### src/rtl/zero_counter_seq.sv
// zero_counter_seq: sequential bit-statistic engine.
// Accepts one IN_W-bit word per in_valid/in_ready handshake and scans it
// CHUNK_W bits per clock. It returns the zero count, the one count, the
// leading-zero count or the trailing-zero count on an out_valid/out_ready port.
// Ports:
//   clk, rst_n           clock, asynchronous active-low reset
//   in_valid, in_ready   input handshake (in_ready = block idle)
//   in, mode             word to scan; 00 zeros, 01 ones, 10 leading, 11 trailing
//   out_valid, out_ready output handshake
//   out                  OUT_W-bit result, held until taken
module zero_counter_seq #(
  parameter int unsigned IN_W    = 8,
  parameter int unsigned CHUNK_W = 2,
  parameter int unsigned OUT_W   = $clog2(IN_W + 1)
) (
  input  logic             clk,
  input  logic             rst_n,
  input  logic             in_valid,
  output logic             in_ready,
  input  logic [IN_W-1:0]  in,
  input  logic [1:0]       mode,
  output logic             out_valid,
  input  logic             out_ready,
  output logic [OUT_W-1:0] out
);

  localparam int unsigned N     = IN_W / CHUNK_W;
  localparam int unsigned IDX_W = (N > 1) ? $clog2(N) : 1;

  localparam logic [1:0] MODE_ZEROS = 2'b00;
  localparam logic [1:0] MODE_ONES  = 2'b01;
  localparam logic [1:0] MODE_LEAD  = 2'b10;

  if ((CHUNK_W < 1) || (CHUNK_W > IN_W) || ((IN_W % CHUNK_W) != 0)) begin : g_bad_param
    $error("zero_counter_seq: CHUNK_W must divide IN_W and satisfy 1 <= CHUNK_W <= IN_W");
  end

  typedef enum logic [1:0] {
    IDLE = 2'b00,
    RUN  = 2'b01,
    DONE = 2'b10
  } state_e;

  state_e             state_q, state_d;
  logic [IN_W-1:0]    word_q, word_d;
  logic [1:0]         mode_q, mode_d;
  logic [OUT_W-1:0]   acc_q, acc_d;
  logic [IDX_W-1:0]   idx_q, idx_d;
  logic               stop_q, stop_d;

  logic               last_chunk;
  logic [IN_W-1:0]    in_rev;
  logic [OUT_W-1:0]   chunk_add;
  logic               hit;

  assign last_chunk = (idx_q == IDX_W'(N - 1));

  // State register
  always_ff @(posedge clk or negedge rst_n) begin
    if (!rst_n) begin
      state_q <= IDLE;
    end else begin
      state_q <= state_d;
    end
  end

  // Next-state logic
  always_comb begin
    state_d = state_q;
    case (state_q)
      IDLE:    if (in_valid)   state_d = RUN;
      RUN:     if (last_chunk) state_d = DONE;
      DONE:    if (out_ready)  state_d = IDLE;
      default:                 state_d = IDLE;
    endcase
  end

  // Outputs decoded from registered state and accumulator
  always_comb begin
    in_ready  = (state_q == IDLE);
    out_valid = (state_q == DONE);
    out       = acc_q;
  end

  // Bit-reversed input: leading-zero mode is stored reversed so every mode scans LSB-first
  always_comb begin
    in_rev = '0;
    for (int unsigned i = 0; i < IN_W; i++) begin
      in_rev[i] = in[IN_W - 1 - i];
    end
  end

  // Per-chunk contribution; hit carries the stop flag through the chunk in scan order
  always_comb begin
    chunk_add = '0;
    hit       = stop_q;
    for (int unsigned i = 0; i < CHUNK_W; i++) begin
      case (mode_q)
        MODE_ZEROS: if (!word_q[i]) chunk_add = chunk_add + OUT_W'(1);
        MODE_ONES:  if (word_q[i])  chunk_add = chunk_add + OUT_W'(1);
        default: begin
          if (!hit) begin
            if (word_q[i]) hit = 1'b1;
            else           chunk_add = chunk_add + OUT_W'(1);
          end
        end
      endcase
    end
  end

  // Datapath next-state: load on accept, shift/accumulate while running
  always_comb begin
    word_d = word_q;
    mode_d = mode_q;
    acc_d  = acc_q;
    idx_d  = idx_q;
    stop_d = stop_q;
    if ((state_q == IDLE) && in_valid) begin
      word_d = (mode == MODE_LEAD) ? in_rev : in;
      mode_d = mode;
      acc_d  = '0;
      idx_d  = '0;
      stop_d = 1'b0;
    end else if (state_q == RUN) begin
      word_d = IN_W'({{CHUNK_W{1'b0}}, word_q} >> CHUNK_W);
      acc_d  = acc_q + chunk_add;
      idx_d  = idx_q + IDX_W'(1);
      stop_d = hit;
    end
  end

  // Datapath registers
  always_ff @(posedge clk or negedge rst_n) begin
    if (!rst_n) begin
      word_q <= '0;
      mode_q <= '0;
      acc_q  <= '0;
      idx_q  <= '0;
      stop_q <= 1'b0;
    end else begin
      word_q <= word_d;
      mode_q <= mode_d;
      acc_q  <= acc_d;
      idx_q  <= idx_d;
      stop_q <= stop_d;
    end
  end

endmodule

### config.mk
export PLATFORM = sky130hd
export DESIGN_NAME = zero_counter_seq
export DESIGN_NICKNAME = d
export VERILOG_FILES = /design/src/rtl/zero_counter_seq.sv
export SDC_FILE = /design/constraint.sdc
export NUM_CORES = 1
export LEC_CHECK = 0
export BUFFER_PORTS_ARGS = -buffer_cell sky130_fd_sc_hd__buf_2
export CAP_MARGIN = 0
export CORE_MARGIN = 2
export CORE_UTILIZATION = 54
export CTS_BUF_LIST = sky130_fd_sc_hd__clkbuf_4 sky130_fd_sc_hd__clkbuf_8 sky130_fd_sc_hd__clkbuf_16
export CTS_CLUSTER_SIZE = 30
export DETAILED_ROUTE_END_ITERATION = 12
export PLACE_DENSITY = 0.76
export SLEW_MARGIN = 5
export SYNTH_ARGS = -nofsm -noshare
export SYNTH_HDL_FRONTEND = slang
export SYNTH_SLANG_ARGS = --single-unit
### constraint.sdc
create_clock -name clk -period 3.3 [get_ports clk]
set_input_delay 0.99 -clock clk [delete_from_list [all_inputs] [get_ports clk]]
set_output_delay 0.99 -clock clk [all_outputs]
set_load 0.01 [all_outputs]
# After elaboration in Yosys (flattened, before gate mapping)

Index checks and enable logic that the tools add are counted.

Register bits: 19
Logic and storage cells: 50
Input port bits: 14
Output and inout bits: 6

Muxes and demuxes: 27
$add $sub $neg: 3
Reductions and logical operators: 6
Equal/unequal tests: 8

Operators with widths:

| kind                                                  | number |
|---|---|
| 2-to-1 mux 8 bit                                      | 3 |
| 2-to-1 mux 4 bit                                      | 5 |
| 2-to-1 mux 1 bit                                      | 11 |
| 2-to-1 mux 2 bit                                      | 5 |
| case mux 4 bit (2 select lines)                       | 1 |
| equality test 2 bit, second input constant            | 3 |
| case mux 2 bit (3 select lines)                       | 1 |
| adder 4 x 1 -> 4 bit, second input constant           | 1 |
| adder 4 bit                                           | 1 |
| equality test 2 x 1 -> 1 bit, second input constant   | 2 |
| logical NOT 2 bit                                     | 2 |
| inequality test 2 bit, second input constant          | 2 |
| AND reduction 3 bit                                   | 1 |
| adder 2 x 1 -> 2 bit, second input constant           | 1 |
| inequality test 2 x 1 -> 1 bit, second input constant | 1 |
| case mux 1 bit (2 select lines)                       | 1 |
| nonzero test 2 bit                                    | 1 |
| OR reduction 2 bit                                    | 1 |
| logical AND 1 bit                                     | 1 |

# Logic depth before layout (Yosys ltp)

Depth after elaboration: 10
Gate-level depth with buffers: 11
Depth with buffers taken out: 11

# Least setup slack after synthesis

No wires, ideal clock.

Path type: register to register
From: register mode_q[0]
To: register acc_q[2] (netlist: out[2])
Slack: 908 ps
Setup time: 129 ps
Data required time: 3171 ps
Arrival: 2263 ps
Stages on the path, launching flop included: 11
Period minus slack after synthesis: 2392 ps
Cell sequence: dfrtp_1 -> xor2_1 -> o21ai_0 -> ha_1 -> mux2_2 -> o21ai_0 -> ha_1 -> inv_1 -> fa_1 -> o211ai_1 -> o31ai_1

Word-level cells in the longest chain between the ends: 9
Elaborated cells between the ends (all ways): 13
Those cells by class: 2 x add/sub; 1 x eq/ne; 8 x mux; 2 x reduce/logical

RTL lines:

| item                                                              | line         | RTL |
|---|---|---|
| start: declaration                                                | 46           | `logic [1:0] mode_q, mode_d;` |
| start signal: assignment                                          | 142          | `mode_q <= mode_d;` |
| equality test 2 x 1 -> 1 bit or logical NOT 2 bit (tied branches) | 98           | `case (mode_q)` |
| case mux 1 bit (2 select lines)                                   | 98           |  |
| adder 4 x 1 -> 4 bit                                              | 99, 100, 104 |  |
| 2-to-1 mux 4 bit                                                  | 99, 103      |  |
| 2-to-1 mux 4 bit                                                  | 102          | `if (!hit) begin` |
| case mux 4 bit (2 select lines) (*)                               | 98           |  |
| adder 4 bit (*)                                                   | 126          | `acc_d = acc_q + chunk_add;` |
| 2-to-1 mux 4 bit (*)                                              | 124          | `end else if (state_q == RUN) begin` |
| 2-to-1 mux 4 bit (*)                                              | 118          | `if ((state_q == IDLE) && in_valid) begin` |
| end signal: assignment                                            | 137          | `acc_q <= '0;` |
| end signal: assignment                                            | 143          | `acc_q <= acc_d;` |
| end: declaration                                                  | 47           | `logic [OUT_W-1:0] acc_q, acc_d;` |

Mark *: on every way between the ends. The rest lies on a longest branch, timed or not. The select of a mux whose other input is x is not followed.
A chain may end at the register's enable or synchronous reset.

# Worst setup path in the final report

Ends and elaborated chain as after synthesis.

==> impl_metrics.ini <==
[status]
status = finished, final reports clean

[final_layout]
diodes = 0
drive_gt1_share_pct = 23.9
area_delta_synth_final_pct = 11.2
final_cell_area_mm2 = 0.00122
mostFrequentLayoutCells = mux2i_1 (22), dfrtp_1 (19), buf_2 (19)
layout.nets = 138
fill_cells = 165
final_cells = 144
layout_commonest_cell = mux2i_1
post-route-util_pct = 62.6

[critical_path]
crit_required_ns = 3.46
crit_path_end_kind = flop
ff2ff_path_depth = 10
timing.rr.start = mode_q[0]$_DFFE_PN0P_
cp_max_fo = 4
worstPathArrival_ns = 2.77
reg2reg_slack_ns = 0.69
critPathKind = flop to flop
timing.rr.end = out[2]$_DFFE_PN0P_
crit_end = out[2]$_DFFE_PN0P_
crit_start = mode_q[0]$_DFFE_PN0P_
cp-start-kind = flop

[synthesis]
synth.cell_area_mm2 = 0.00109
ys_ff_latch = 19
synth.avg_cell_area_um2 = 10.8
syn-num-nets = 121
yosysUniqueCellTypes = 27
ys_warn_count = 0
yosysSeqAreaShare_pct = 43.5
syn_inst = 101

[floorplan]
start_util_pct = 56.3
die_y_um = 49
dieArea_mm2 = 0.00240
rows = 16
die_x_um = 49
coreArea_mm2 = 0.00194
io_pins = 20

[timing]
period_share_pct = 79.0
setup_slack_ns = 0.695
slew_violations = 0
finalHoldViolations = 0
finalSetupTns_ns = 0
fmax_mhz = 384
setup_viol = 0
worstMarginPinSlew_ns = 0.868
holdWs_ns = 0.488
final.setup_skew_ns = 0.000804
min_period_ns = 2.61
relSlewSlack_pct = 42.1
grt_setup_unrepaired = false

[power]
irDropWorstVdd_mv = 0.560
power_density_mw_per_mm2 = 911
power_mw = 1.11
power_leakage_nw = 0.635

[clock_tree]
cts_hold_buf = 0
cts-buffers-inserted = 3
cts_resized = 0
clk_pin_slew_ns = 0.10
htreeDepth = 1
root_buffer = clkbuf_4
postCtsSetupRepairBufs = 0
clk_latency_ns = 0.30
cts_buffer_depth = 2
cts_tree = done
cts_sinks = 19

[routing]
drtIter0Drc = 11
vias = 755
first_pass_iters = 4
drc_errors = 0
wire_per_inst_um = 12.2
routed_via_density = 5.24
routed_wl_mm = 1.76
postRouteAntennaNets = 0

[worst_hold_path]
holdCritPathClass = flop to flop

[grt]
grt_pass1_vias = 697
antenna_found_initial = 0
grt_overflow = 0
grtUsageTotal_pct = 17.2
grt_max_degree = 23
grt_pass1_wl_mm = 3.15

[placement]
place_area_mm2 = 0.00119
dpl_worst_slack_ns = 0.716
place.gp.congestion = 0.751
port_buffers = 19
dpl.cell_count = 140
dp_hpwl_mm = 1.29

[job]
cap_violations = 0
-- area by class of cell --
type / count / area (um2) / share of cell area [%]
timing repair buffer: 19 / 95.1 / 7.82
inverter: 7 / 26.3 / 2.16
sequential: 19 / 475 / 39.1
clock buffer: 4 / 30.0 / 2.47
tap: 27 / 33.8 / 2.78
multi-input combinational: 68 / 556 / 45.7
-- state kept, by name, summed over array words and instances, names as in the netlist --
register  cells
mode_q        2
out           4
idx_q         2
stop_q        1
state_q       2
word_q        8
-- cells in the mapped netlist, drive strengths merged --
| master | count | area (um2) |
|---|---|---|
| nand3 | 6 | 30.0 |
| nor2b | 2 | 12.5 |
| mux2 | 3 | 41.3 |
| fa | 1 | 20.0 |
| a31oi | 1 | 6.26 |
| nand2 | 3 | 11.3 |
| nor3b | 1 | 7.51 |
| o31ai | 1 | 7.51 |
| nor2 | 3 | 11.3 |
| ha | 5 | 62.6 |
| inv | 7 | 26.3 |
| mux2i | 22 | 220 |
| clkbuf | 3 | 11.3 |
| a21oi | 1 | 5.00 |
| nand2b | 2 | 12.5 |
| or3b | 1 | 11.3 |
| o2bb2ai | 1 | 8.76 |
| nand3b | 1 | 7.51 |
| dfrtp | 19 | 475 |
| o211ai | 1 | 7.51 |
| o21ai | 11 | 55.1 |
| buf | 4 | 25.0 |
| a31o | 1 | 8.76 |
| xor2 | 1 | 8.76 |
-- worst min-delay path by stage --
stage / start / end / slack [ns] / cells past startpoint
finish: out[3]$_DFFE_PN0P_ / out[3]$_DFFE_PN0P_ / 0.49 / 1
global route: out[3]$_DFFE_PN0P_ / out[3]$_DFFE_PN0P_ / 0.52 / 1
CTS: out[3]$_DFFE_PN0P_ / out[3]$_DFFE_PN0P_ / 0.49 / 1
detailed placement: out[3]$_DFFE_PN0P_ / out[3]$_DFFE_PN0P_ / 0.47 / 1
global placement: out[3]$_DFFE_PN0P_ / out[3]$_DFFE_PN0P_ / 0.45 / 1
floorplan: stop_q$_DFFE_PN0P_ / stop_q$_DFFE_PN0P_ / 0.45 / 2
-- power breakdown --
group	internal, mW	switching [mW]
logic	0.269	0.278
clock network	0.0554	0.0715
registers	0.344	0.0904
-- per-layer routing --
metal	wire length, um	GRT usage [%]	part of all wire, %	up-vias
li1	-	-	-	382
met1	887	24.1	51	355
met2	775	25.1	44	13
met3	49	3.68	2.8	5
met4	42	8.57	2.4	0
met5	0	0	0	-
-- critical path: stages, from the launching register on --
cell	delay, ns
dfrtp_1	0.46
xor2_1	0.18
o21ai_0	0.25
ha_1	0.29
mux2_2	0.25
o21ai_0	0.15
ha_1	0.18
inv_1	0.05
fa_1	0.37
o211ai_1	0.18
o31ai_1	0.10
-- cell families after synthesis --
kind of cell               share of synthesized area, %
and+or+nand+nor                                    9.50
xor gates and xnor gates                          0.801
muxes                                              23.9
adders and majority gates                          7.55
buffers and inverters                              5.72
DFF                                                43.5
AOI/OAI and AO/OA                                  9.04
Power figures use the tool's default switching activity.
